**src/rtl/l2_arbiter.sv**
```systemverilog
// l2_arbiter: shares the single L2 cache port between the I-cache miss path
// (read-only) and the D-cache miss/writeback path (read/write). One
// transaction outstanding at a time, round-robin on simultaneous requests.
//
// Ports:
//   clk, rst_n            clock, synchronous active-low reset
//   ic_read, ic_addr      I-cache line read request (held until ic_resp)
//   ic_rdata, ic_resp     I-cache read line and one-cycle completion pulse
//   dc_read, dc_write     D-cache line read/write request (held until dc_resp)
//   dc_addr, dc_wdata     D-cache address and write line
//   dc_rdata, dc_resp     D-cache read line and one-cycle completion pulse
//   l2_read, l2_write     command to L2, driven from the latched transaction
//   l2_addr, l2_wdata     latched address / write line to L2 (0 when idle)
//   l2_rdata, l2_resp     L2 read line and one-cycle completion
module l2_arbiter #(
    parameter int unsigned s_line = 256,
    parameter int unsigned s_addr = 32
) (
    input  logic              clk,
    input  logic              rst_n,
    input  logic              ic_read,
    input  logic [s_addr-1:0] ic_addr,
    output logic [s_line-1:0] ic_rdata,
    output logic              ic_resp,
    input  logic              dc_read,
    input  logic              dc_write,
    input  logic [s_addr-1:0] dc_addr,
    input  logic [s_line-1:0] dc_wdata,
    output logic [s_line-1:0] dc_rdata,
    output logic              dc_resp,
    output logic              l2_read,
    output logic              l2_write,
    output logic [s_addr-1:0] l2_addr,
    output logic [s_line-1:0] l2_wdata,
    input  logic [s_line-1:0] l2_rdata,
    input  logic              l2_resp
);

    typedef enum logic [1:0] {
        IDLE,
        I_BUSY,
        D_BUSY
    } state_t;

    state_t            state, state_next;
    logic              last_grant, last_grant_next;   // 0 = I, 1 = D
    logic [s_addr-1:0] addr_q, addr_next;
    logic [s_line-1:0] wdata_q, wdata_next;
    logic              dir_q, dir_next;               // 1 = write
    logic              i_req, d_req;

    assign i_req = ic_read;
    assign d_req = dc_read | dc_write;

    always_ff @(posedge clk) begin
        if (!rst_n) begin
            state      <= IDLE;
            last_grant <= 1'b1;
            addr_q     <= '0;
            wdata_q    <= '0;
            dir_q      <= 1'b0;
        end else begin
            state      <= state_next;
            last_grant <= last_grant_next;
            addr_q     <= addr_next;
            wdata_q    <= wdata_next;
            dir_q      <= dir_next;
        end
    end

    always_comb begin
        state_next      = state;
        last_grant_next = last_grant;
        addr_next       = addr_q;
        wdata_next      = wdata_q;
        dir_next        = dir_q;
        case (state)
            IDLE: begin
                // D wins when it is alone, or on a tie when I was served last.
                if (d_req && (!i_req || !last_grant)) begin
                    state_next      = D_BUSY;
                    last_grant_next = 1'b1;
                    addr_next       = dc_addr;
                    wdata_next      = dc_wdata;
                    dir_next        = dc_write;   // read+write together is a write
                end else if (i_req) begin
                    state_next      = I_BUSY;
                    last_grant_next = 1'b0;
                    addr_next       = ic_addr;
                    wdata_next      = '0;
                    dir_next        = 1'b0;
                end
            end
            I_BUSY, D_BUSY: begin
                if (l2_resp) begin
                    state_next = IDLE;
                end
            end
            default: state_next = IDLE;
        endcase
    end

    // Downstream command depends only on state and latched registers so that
    // upstream changes after the grant cannot disturb the L2 controller.
    always_comb begin
        l2_read  = 1'b0;
        l2_write = 1'b0;
        l2_addr  = '0;
        l2_wdata = '0;
        ic_resp  = 1'b0;
        dc_resp  = 1'b0;
        ic_rdata = '0;
        dc_rdata = '0;
        case (state)
            I_BUSY: begin
                l2_read  = 1'b1;
                l2_addr  = addr_q;
                l2_wdata = wdata_q;
                ic_resp  = l2_resp;
                ic_rdata = l2_rdata;
            end
            D_BUSY: begin
                l2_read  = !dir_q;
                l2_write = dir_q;
                l2_addr  = addr_q;
                l2_wdata = wdata_q;
                dc_resp  = l2_resp;
                dc_rdata = l2_rdata;
            end
            default: ;
        endcase
    end

endmodule

```
**config.mk**
```make
export PLATFORM = sky130hd
export DESIGN_NAME = l2_arbiter
export DESIGN_NICKNAME = d
export VERILOG_FILES = /design/src/rtl/l2_arbiter.sv
export SDC_FILE = /design/constraint.sdc
export NUM_CORES = 1
export LEC_CHECK = 0
export BUFFER_PORTS_ARGS = -buffer_cell sky130_fd_sc_hd__buf_4
export CORE_AREA = 2 2 545 547
export CTS_BUF_LIST = sky130_fd_sc_hd__clkbuf_8
export DETAILED_ROUTE_END_ITERATION = 10
export DIE_AREA = 0 0 547 549
export PLACE_DENSITY = 0.3
export RECOVER_POWER = 100
export SYNTH_ARGS = -nofsm -noshare
export SYNTH_HDL_FRONTEND = slang
export SYNTH_SLANG_ARGS = --single-unit
```
**constraint.sdc**
```tcl
create_clock -name clk -period 2.36 [get_ports clk]
set_input_delay 0.118 -clock clk [delete_from_list [all_inputs] [get_ports clk]]
set_output_delay 0.118 -clock clk [all_outputs]
set_load 0.02 [all_outputs]
```
==> impl_results.md <==
- Status: complete, but fails checks
- Failing checks: negative setup slack
- Clk sinks: 292
- Worst Hold Path Cells: 3
- Critical path arrival: 2320 ps
- Most frequent cell after synthesis: and2_1
- Initial antenna violation count: 203
- Initial Util: 0.0556
- Largest cells by area after synthesis: dfxtp_1 36%, and2_1 31%, a32oi_1 14%, nor2b_1 9.9%, clkbuf_1 3.6%
- Rows: 200
- Final HPWL DP: between 200000 and 250000 um
- Vias in the first global route: about 24000
- CP most frequent cell: buf_12
- Number of CTS-inserted buffers: 68
- Worst setup SP type: flip-flop
- Critical path required time: 2240 ps
- Root Driver: clkbuf_8
- Pre-antenna DRT Iters: 5
- Asr flop ratio synth: 0
- Area of the multi-input gates: 10500 um^2
- WP depth: 8
- Final Hold Fails: 0
- Unrepaired setup endpoints after global routing: true
- FMAX: 0.411 GHz
- Post-Syn Area: around 16000 um^2
- Filler cell count: between 30000 and 40000
- Slew margin rel.: 0.198
- Via/cell ratio: 3.04
- CTS max path bufs: 3
- Critical path startpoint: state[0]
- All-layer global routing usage: 0.154
- Power per cell area: ~630 nW/um^2
- CTS clock-pin slew for the worst setup and hold paths: 50 ps
- Yosys cell types: 20
- Die area: 300000 um^2
- Final RePlAce weighted congestion: 1.00
- Setup slack after layout: -75.8 ps
- Max FO, Critical Path: 9
- CTS tree: built
- Core area: 295000 um^2
- Maximum capacitance violations: 0
- R2R cell count: 7
- List of most frequent post-synthesis cells: 803 x and2_1, 292 x dfxtp_1, 259 x nor2b_1
- Period utilization: 1.03
- Fin. max-slew vios: 0
- I/O pins: 1386
- Congestion Overflow GR: 0
- Crit path max-delay family: buffers and inverters
- Avg Synthesized Cell Area: roughly 8.3 um^2
- Max VDD drop: around 0.00038 V
- Routed WL per cell: about 32 um
- Antenna viol nets, final: 0
- Critical Path End Type: output pin
- Start point of the worst min-delay path: rst_n
- Pre-CTS setup slack: ~330 ps
- Die width: 547 um
- Count of state elements after synthesis: around 290
- Worst-Margin Slew: 1200 ps
- Routed via count: 23753
- CP cell instances: inv_4 > ha_4 > buf_12 > buf_16 > buf_12 > clkbuf_16 > and2_1 > buf_4
- Largest net degree at the start of global routing: 104
- CP Buf/Inv Count: 6
- Cell taking the most area after synthesis: dfxtp_1
- Height of the die: roughly 550 um
- Mapped Nets: ~2600
- Port-buffer cells: approximately 1400
- Layout cells sized above 1: 0.525
- Crit path largest cell delay: 350 ps
- Final Critical Period: approximately 2400 ps
- Ys flop type: dfxtp_1
- Skew-Pair Late Insertion Delay: between 700 and 800 ps
- Crit Path Class: flip-flop to output pin
- R2R Path Start: state[0]
- Gate count of the mapped netlist: between 1500 and 2000
- Post-synth top area share: 0.356
- DR iter-0 viols: 1380
- Area Overhead vs Synth: 155%
- Seq/Total Area, Yosys: 0.356
- Post-synth EDFFs: 0
- Slowest-stage cell, CP: dfxtp_4
- Storage cell area: 5850 um^2
- H-tree depth: 3
- Final core occ: 0.142
- Total routed wirelength: 253000 um
- Leak pwr: 17.6 nW
- Yosys Warn Count: 0
- Drt drc: 0
- First-pass GRT wire length: about 300000 um
- Setup violators final: ~220
- HP Class: input port to flip-flop
- Final Skew: about 56 ps
- Nets: ~4300
## state kept, by name (all words and copies together), names as in the netlist
| name | cells |
|---|---|
| addr_q | 32 |
| dir_q | 1 |
| last_grant | 1 |
| state | 2 |
| wdata_q | 256 |
## layout by cell type, fill, tap and decap left out, types with 2 or more instances in the layout
master	Yosys	layout
nor2b_1	259	258
diode_2	0	80
buf_6	0	348
clkbuf_8	0	76
inv_1	2	21
clkinv_2	0	9
a31oi_1	32	32
bufinv_16	0	6
nand3_1	3	3
o21ai_0	34	34
and2_1	803	471
clkbuf_2	0	2
inv_8	0	2
a32oi_1	257	257
a21boi_0	2	2
buf_4	0	1043
buf_16	0	31
clkbuf_16	0	32
clkinv_8	0	2
dfxtp_1	292	290
inv_4	0	2
nand2_1	66	66
buf_12	0	65
and2_4	0	332
buf_8	0	36
clkbuf_1	156	6
dlygate4sd3_1	0	363
ha_4	0	3
## per-stage QoR
stage          hold slack, ps  instance area (um^2)  std cells  total power, mW  TNS, ps
2_1_floorplan             270                 16400       1980             10.1        0
3_3_place_gp              390                 31700       7148             15.8        0
3_5_place_dp              398                 31700       7148             15.8        0
4_1_cts                  8.83                 39100       7682             25.4   -72620
5_1_grt                  53.6                 41700       7778             27.5   -74500
6_report                 90.0                 41900       7823             26.3    -7000
## worst min-delay path, delay by kind of cell
family                 cells  cell delay (ps)
buffers and inverters      2              450
and+or+nand+nor            1              160
## metal layers
| metal | share of wire | track usage |
|---|---|---|
| met5 | 0.0016 | 0 |
| met1 | 0.34 | 0.152 |
| met2 | 0.49 | 0.269 |
| met3 | 0.12 | 0.0855 |
| met4 | 0.045 | 0.0618 |
## layout make-up
type / count / area share
Timing Repair Buffer: 1927 / 0.452
Multi-Input combinational cell: 1466 / 0.252
Sequential cell: 292 / 0.140
Tap cell: 3939 / 0.118
Clock buffer: 76 / 0.0250
Clock inverter: 41 / 0.00876
Antenna cell: 80 / 0.00478
Inverter: 2 / 0.000299
## cells by family after synthesis
group / share of synthesized area
and+or+nand+nor: 0.422
AOI/OAI and AO/OA: 0.164
DFF: 0.356
buffers and inverters: 0.0556
adders and majority gates: 0.00229
## repair_timing
action                                  in CTS  in global routing
cloned                                      21                 47
hold buffers                               363                  0
gates resized for setup                    422                469
hold endpoints to repair                   292                  0
endpoints found under the setup margin     788                764
pin swaps                                   57                 81
setup buffers                               34                 19
## path summary, 6_finish.rpt
kind,to,slack [ps]
setup / recovery,l2_wdata[156],-80
hold / removal,wdata_q[179],90
setup reg to reg,state[0],70
hold reg to reg,wdata_q[157],510
## where the power goes
| part | switching (mW) | internal, mW |
|---|---|---|
| Sequential | 0.862 | 5.48 |
| Clock | 3.03 | 3.62 |
| Combinational | 7.05 | 6.29 |
Power figures use the tool's default switching activity.
